`src/rtl/sram_port_arbiter.sv`:
```
// sram_port_arbiter
// Shares one SRAM-like memory port (req / addr_ok / data_ok handshake)
// between the instruction-fetch port (I) and the data load/store port (D).
// One transaction is outstanding at a time. D wins when both ports request
// from IDLE. After each completion the other side is served next if it is
// waiting, so neither side can be starved.
//
// Ports
//   clk, rst                     clock (rising edge), async active-low reset
//   i_req/i_addr                 fetch request (level) and address
//   i_rdata/i_valid/i_stallreq   fetched word, completion pulse, stall to CTRL
//   d_req/d_wen/d_addr/d_wdata   data request, byte enables (0 = load), operands
//   d_rdata/d_valid/d_stallreq   load data, completion pulse, stall to CTRL
//   m_req/m_wr/m_wstrb/m_addr/m_wdata   shared-port request side
//   m_addr_ok/m_data_ok/m_rdata         shared-port response side
module sram_port_arbiter #(
  parameter int ADDR_W = 32,
  parameter int DATA_W = 32
) (
  input  logic                  clk,
  input  logic                  rst,
  input  logic                  i_req,
  input  logic [ADDR_W-1:0]     i_addr,
  output logic [DATA_W-1:0]     i_rdata,
  output logic                  i_valid,
  output logic                  i_stallreq,
  input  logic                  d_req,
  input  logic [DATA_W/8-1:0]   d_wen,
  input  logic [ADDR_W-1:0]     d_addr,
  input  logic [DATA_W-1:0]     d_wdata,
  output logic [DATA_W-1:0]     d_rdata,
  output logic                  d_valid,
  output logic                  d_stallreq,
  output logic                  m_req,
  output logic                  m_wr,
  output logic [DATA_W/8-1:0]   m_wstrb,
  output logic [ADDR_W-1:0]     m_addr,
  output logic [DATA_W-1:0]     m_wdata,
  input  logic                  m_addr_ok,
  input  logic                  m_data_ok,
  input  logic [DATA_W-1:0]     m_rdata
);

  localparam int STRB_W = DATA_W / 8;

  typedef enum logic [1:0] {IDLE, ADDR, DATA, RESP} state_t;

  state_t              state;
  logic                owner_d;   // 1 = D owns the current transaction
  logic [ADDR_W-1:0]   lat_addr;
  logic [STRB_W-1:0]   lat_wen;
  logic [DATA_W-1:0]   lat_wdata;

  logic                grant;
  logic                grant_d;
  logic                complete;

  // Grant decision: fixed D priority from IDLE, alternation from RESP.
  // In RESP the owner's own req is still the completed request, so only
  // the other side may be granted.
  always_comb begin
    grant   = 1'b0;
    grant_d = 1'b0;
    case (state)
      IDLE: begin
        if (d_req) begin
          grant   = 1'b1;
          grant_d = 1'b1;
        end else if (i_req) begin
          grant = 1'b1;
        end
      end
      RESP: begin
        if (owner_d && i_req) begin
          grant = 1'b1;
        end else if (!owner_d && d_req) begin
          grant   = 1'b1;
          grant_d = 1'b1;
        end
      end
      default: ;
    endcase
  end

  assign complete = ((state == ADDR) && m_addr_ok && m_data_ok) ||
                    ((state == DATA) && m_data_ok);

  always_ff @(posedge clk or negedge rst) begin
    if (!rst) begin
      state     <= IDLE;
      owner_d   <= 1'b0;
      lat_addr  <= '0;
      lat_wen   <= '0;
      lat_wdata <= '0;
      i_rdata   <= '0;
      d_rdata   <= '0;
      i_valid   <= 1'b0;
      d_valid   <= 1'b0;
      m_req     <= 1'b0;
      m_wr      <= 1'b0;
      m_wstrb   <= '0;
    end else begin
      i_valid <= 1'b0;
      d_valid <= 1'b0;
      case (state)
        IDLE, RESP: begin
          if (grant) begin
            owner_d   <= grant_d;
            lat_addr  <= grant_d ? d_addr : i_addr;
            lat_wen   <= grant_d ? d_wen : '0;
            lat_wdata <= grant_d ? d_wdata : '0;
            m_req     <= 1'b1;
            m_wr      <= grant_d & (|d_wen);
            m_wstrb   <= grant_d ? d_wen : '0;
            state     <= ADDR;
          end else begin
            state <= IDLE;
          end
        end
        ADDR: begin
          if (m_addr_ok) begin
            m_req   <= 1'b0;
            m_wr    <= 1'b0;
            m_wstrb <= '0;
            state   <= m_data_ok ? RESP : DATA;
          end
        end
        DATA: begin
          if (m_data_ok) state <= RESP;
        end
        default: state <= IDLE;
      endcase
      // Completion: pulse the owner's valid and capture read data.
      // Stores leave the owner's rdata register untouched.
      if (complete) begin
        if (owner_d) begin
          d_valid <= 1'b1;
          if (lat_wen == '0) d_rdata <= m_rdata;
        end else begin
          i_valid <= 1'b1;
          if (lat_wen == '0) i_rdata <= m_rdata;
        end
      end
    end
  end

  assign m_addr     = lat_addr;
  assign m_wdata    = lat_wdata;
  assign i_stallreq = i_req & ~i_valid;
  assign d_stallreq = d_req & ~d_valid;

endmodule
```
`config.mk`:
```
export PLATFORM = sky130hd
export DESIGN_NAME = sram_port_arbiter
export DESIGN_NICKNAME = d
export VERILOG_FILES = /design/src/rtl/sram_port_arbiter.sv
export SDC_FILE = /design/constraint.sdc
export NUM_CORES = 1
export LEC_CHECK = 0
export BUFFER_PORTS_ARGS = -buffer_cell sky130_fd_sc_hd__buf_4
export CORE_ASPECT_RATIO = 1.5
export CORE_MARGIN = 1.5
export CORE_UTILIZATION = 50
export CTS_CLUSTER_SIZE = 8
export DETAILED_ROUTE_END_ITERATION = 6
export PLACE_DENSITY = 0.91
export SYNTH_ARGS = -nofsm -noshare
export SYNTH_HDL_FRONTEND = slang
export SYNTH_SLANG_ARGS = --single-unit
```
`constraint.sdc`:
```
create_clock -name clk -period 5 [get_ports clk]
set_clock_uncertainty 0.2 [all_clocks]
set_input_delay 0.75 -clock clk [delete_from_list [all_inputs] [get_ports clk]]
set_output_delay 0.75 -clock clk [all_outputs]
set_load 0.005 [all_outputs]
```
==> flow_summary_export.csv <==
group,metric,value,unit
timing,post-route-period-util,63.9,%
setup_path,arrival,3.35,ns
timing,setup_tns,0,ns
pwr,p_per_area,648,nW/um2
placed_design,dpl_worst_slack,1.67,ns
global_routing,grt_use_total,27.4,%
synth,synth_edf_count,0,
floorplanning,initial_utilization,50.9,%
clock_tree,cts_hold_buffers,0,
final_layout,layoutNonFillerInstCount,947,
setup_path,worstReg2RegStart,"state[0]",
clock_tree,cts_sinks,143,
routing,dr.pass1.iters,5,
floorplanning,core_area,12900,um2
pwr,peakVddDrop,0.000376,V
setup_path,end_kind,"flip-flop",
floorplanning,row_count,51,
placed_design,dp.final_hpwl,13.3,mm
routing,wirelength,19.0,mm
synth,syn_nets,673,
clock_tree,htree_num_levels,4,
synth,synth_cell_types,38,
routing,ant_nets,0,
synth,synth_cells,531,
clock_tree,cts_tree,"built",
routing,drc,0,
routing,vias_per_cell,6.11,
placed_design,place_area,8650,um2
setup_path,startpoint_type,"flip-flop",
timing,fin_ws,1.81,ns
final_layout,nets,917,
floorplanning,die_h,143,um
hold_path,min_path_type,"in2async",
clock_tree,worstSkewPairLatency,0.42,ns
final_layout,syn_to_final_growth,40.6,%
timing,maxSlewHeadroom,14.6,%
floorplanning,dieArea,13800,um2
final_layout,final_common_cell,"buf_4",
timing,setup_viol,0,
global_routing,grt_max_degree,109,
setup_path,critPathKind,"reg2reg",
global_routing,overflow,0,
clock_tree,cts_setup_buffers,0,
clock_tree,clockRootBuffer,"clkbuf_16",
synth,yosysWarningCount,0,
routing,wl_per_cell,20.1,um
global_routing,antenna_found_initial,0,
routing,vias,5787,
synth,avgSynthCellArea,12.3,um2
clock_tree,cts.path.max_buffers,2,
synth,synthFlopType,"dfrtp_1",
setup_path,reg2reg_depth,6,
floorplanning,pin_count,276,
routing,drtIter0Drc,338,
clock_tree,cts-resized-gates,0,
timing,fmax,0.313,GHz
synth,synth.yosys.seq_area_share,54.6,%
final_layout,final_cell_mix,"buf_4 (284), dfrtp_1 (143), mux2_2 (58), a22o_1 (37), nor2b_1 (35)",
synth,syn-cell-area,6560,um2
job,cap_viol_max_count,0,
timing,rsz0062_at_grt,"no",
placed_design,io_buffers,275,
synth,synth_seq_cells,143,
synth,async_reset_ff_share,100,%
placed_design,gp_congestion,0.801,
global_routing,grt_pass1_vias,5738,
timing,finalCriticalPeriod,3.19,ns
status,outcome,"completed",
clock_tree,cts_buffers,17,
clock_tree,clkTransAtPathRegs,0.07,ns
final_layout,n_antenna_cell,0,
setup_path,cp_max_fo,33,
final_layout,layout-drive-gt1-share,49.2,%
timing,slew_violations,0,
final_layout,stdcell_area,9220,um2
setup_path,cp.required,5.15,ns
final_layout,final.fill_count,857,
pwr,p_leak,0.00430,uW
global_routing,grt_pass1_wl,28.8,mm
timing,hold_viol,0,
timing,tightest_slew,1.28,ns
setup_path,r2r_end,"m_wdata[0]",
placed_design,dpl.cell_count,915,
setup_path,r2r_slack,1.81,ns
floorplanning,die_w,96.5,um
[cells in the mapped netlist, types with 11 or more instances]
cell         n  share of area [%]
a31oi_1     33                3.1
inv_1       12               0.69
o2111ai_1   32                4.3
dfrtp_1    143                 55
nor2b_1     38                3.6
o211ai_1    11                1.3
clkbuf_1    44                2.5
a22oi_1     33                3.8
a22o_1      37                4.9
a221oi_1    33                4.4
mux2_2      58                 10
[state kept, by name (all words and copies together) (netlist names)]
name     flops
d_rdata     32
d_valid      1
i_rdata     32
i_valid      1
lat_wen      4
m_addr      32
m_req        1
m_wdata     32
m_wr         1
m_wstrb      4
owner_d      1
state        2
[final cells by class]
cell class / instances / area [um2] / share of cell area (%)
multi-input cells: 316 / 2680 / 29.1
repair buffers: 285 / 2140 / 23.2
clock buffers: 17 / 425 / 4.61
clock inverters: 15 / 148 / 1.60
inverters: 12 / 45.0 / 0.489
well taps: 159 / 199 / 2.16
flip-flops and latches: 143 / 3580 / 38.8
[worst max-delay path by stage]
stage	cells past startpoint	endpoint	from
5_1_grt	6	m_wdata[8]	state[1]
3_5_place_dp	5	m_wdata[9]	d_req
2_1_floorplan	3	d_stallreq	d_req
6_report	6	m_wdata[0]	state[0]
4_1_cts	6	m_wdata[0]	state[0]
3_3_place_gp	5	m_wdata[11]	d_req
[metal layers]
metal	global-route usage, %	vias to the layer above	wire [um]
met5	0	-	0
met4	11.1	0	531
met3	6.82	41	1540
met2	47.6	336	10100
met1	31.6	2841	6810
li1	-	2569	-
[worst max-delay path, stage by stage, from the launching register on]
cell and delay (ns):
dfrtp_1 0.43, inv_1 0.11, ha_2 0.34, nand2b_1 0.76, a21oi_2 0.66, buf_4 0.40, a22o_1 0.23
[per-stage QoR]
stage / utilization [%] / hold WS, ns / power (uW)
floorplan: - / 0.254 / 3490
global placement: 67.1 / 0.268 / 4570
detailed placement: 67.1 / 0.276 / 4740
CTS: 71.5 / 0.286 / 5990
global route: 71.5 / 0.303 / 6360
finish: 71.5 / 0.235 / 5980
[where the power goes]
group          internal [uW]  switching, uW
sequential              1700            344
combinational           1390           1330
clock                    663            562
[cell families after synthesis]
kind of cell | share of synthesized area (%)
adder cells (fa/ha/maj) | 0.763
AND/OR/NAND/NOR | 5.86
AO/OA/AOI/OAI | 22.8
buffers and inverters | 4.77
flip-flops | 54.6
multiplexers | 11.2
(Power assumes the default switching activity.)
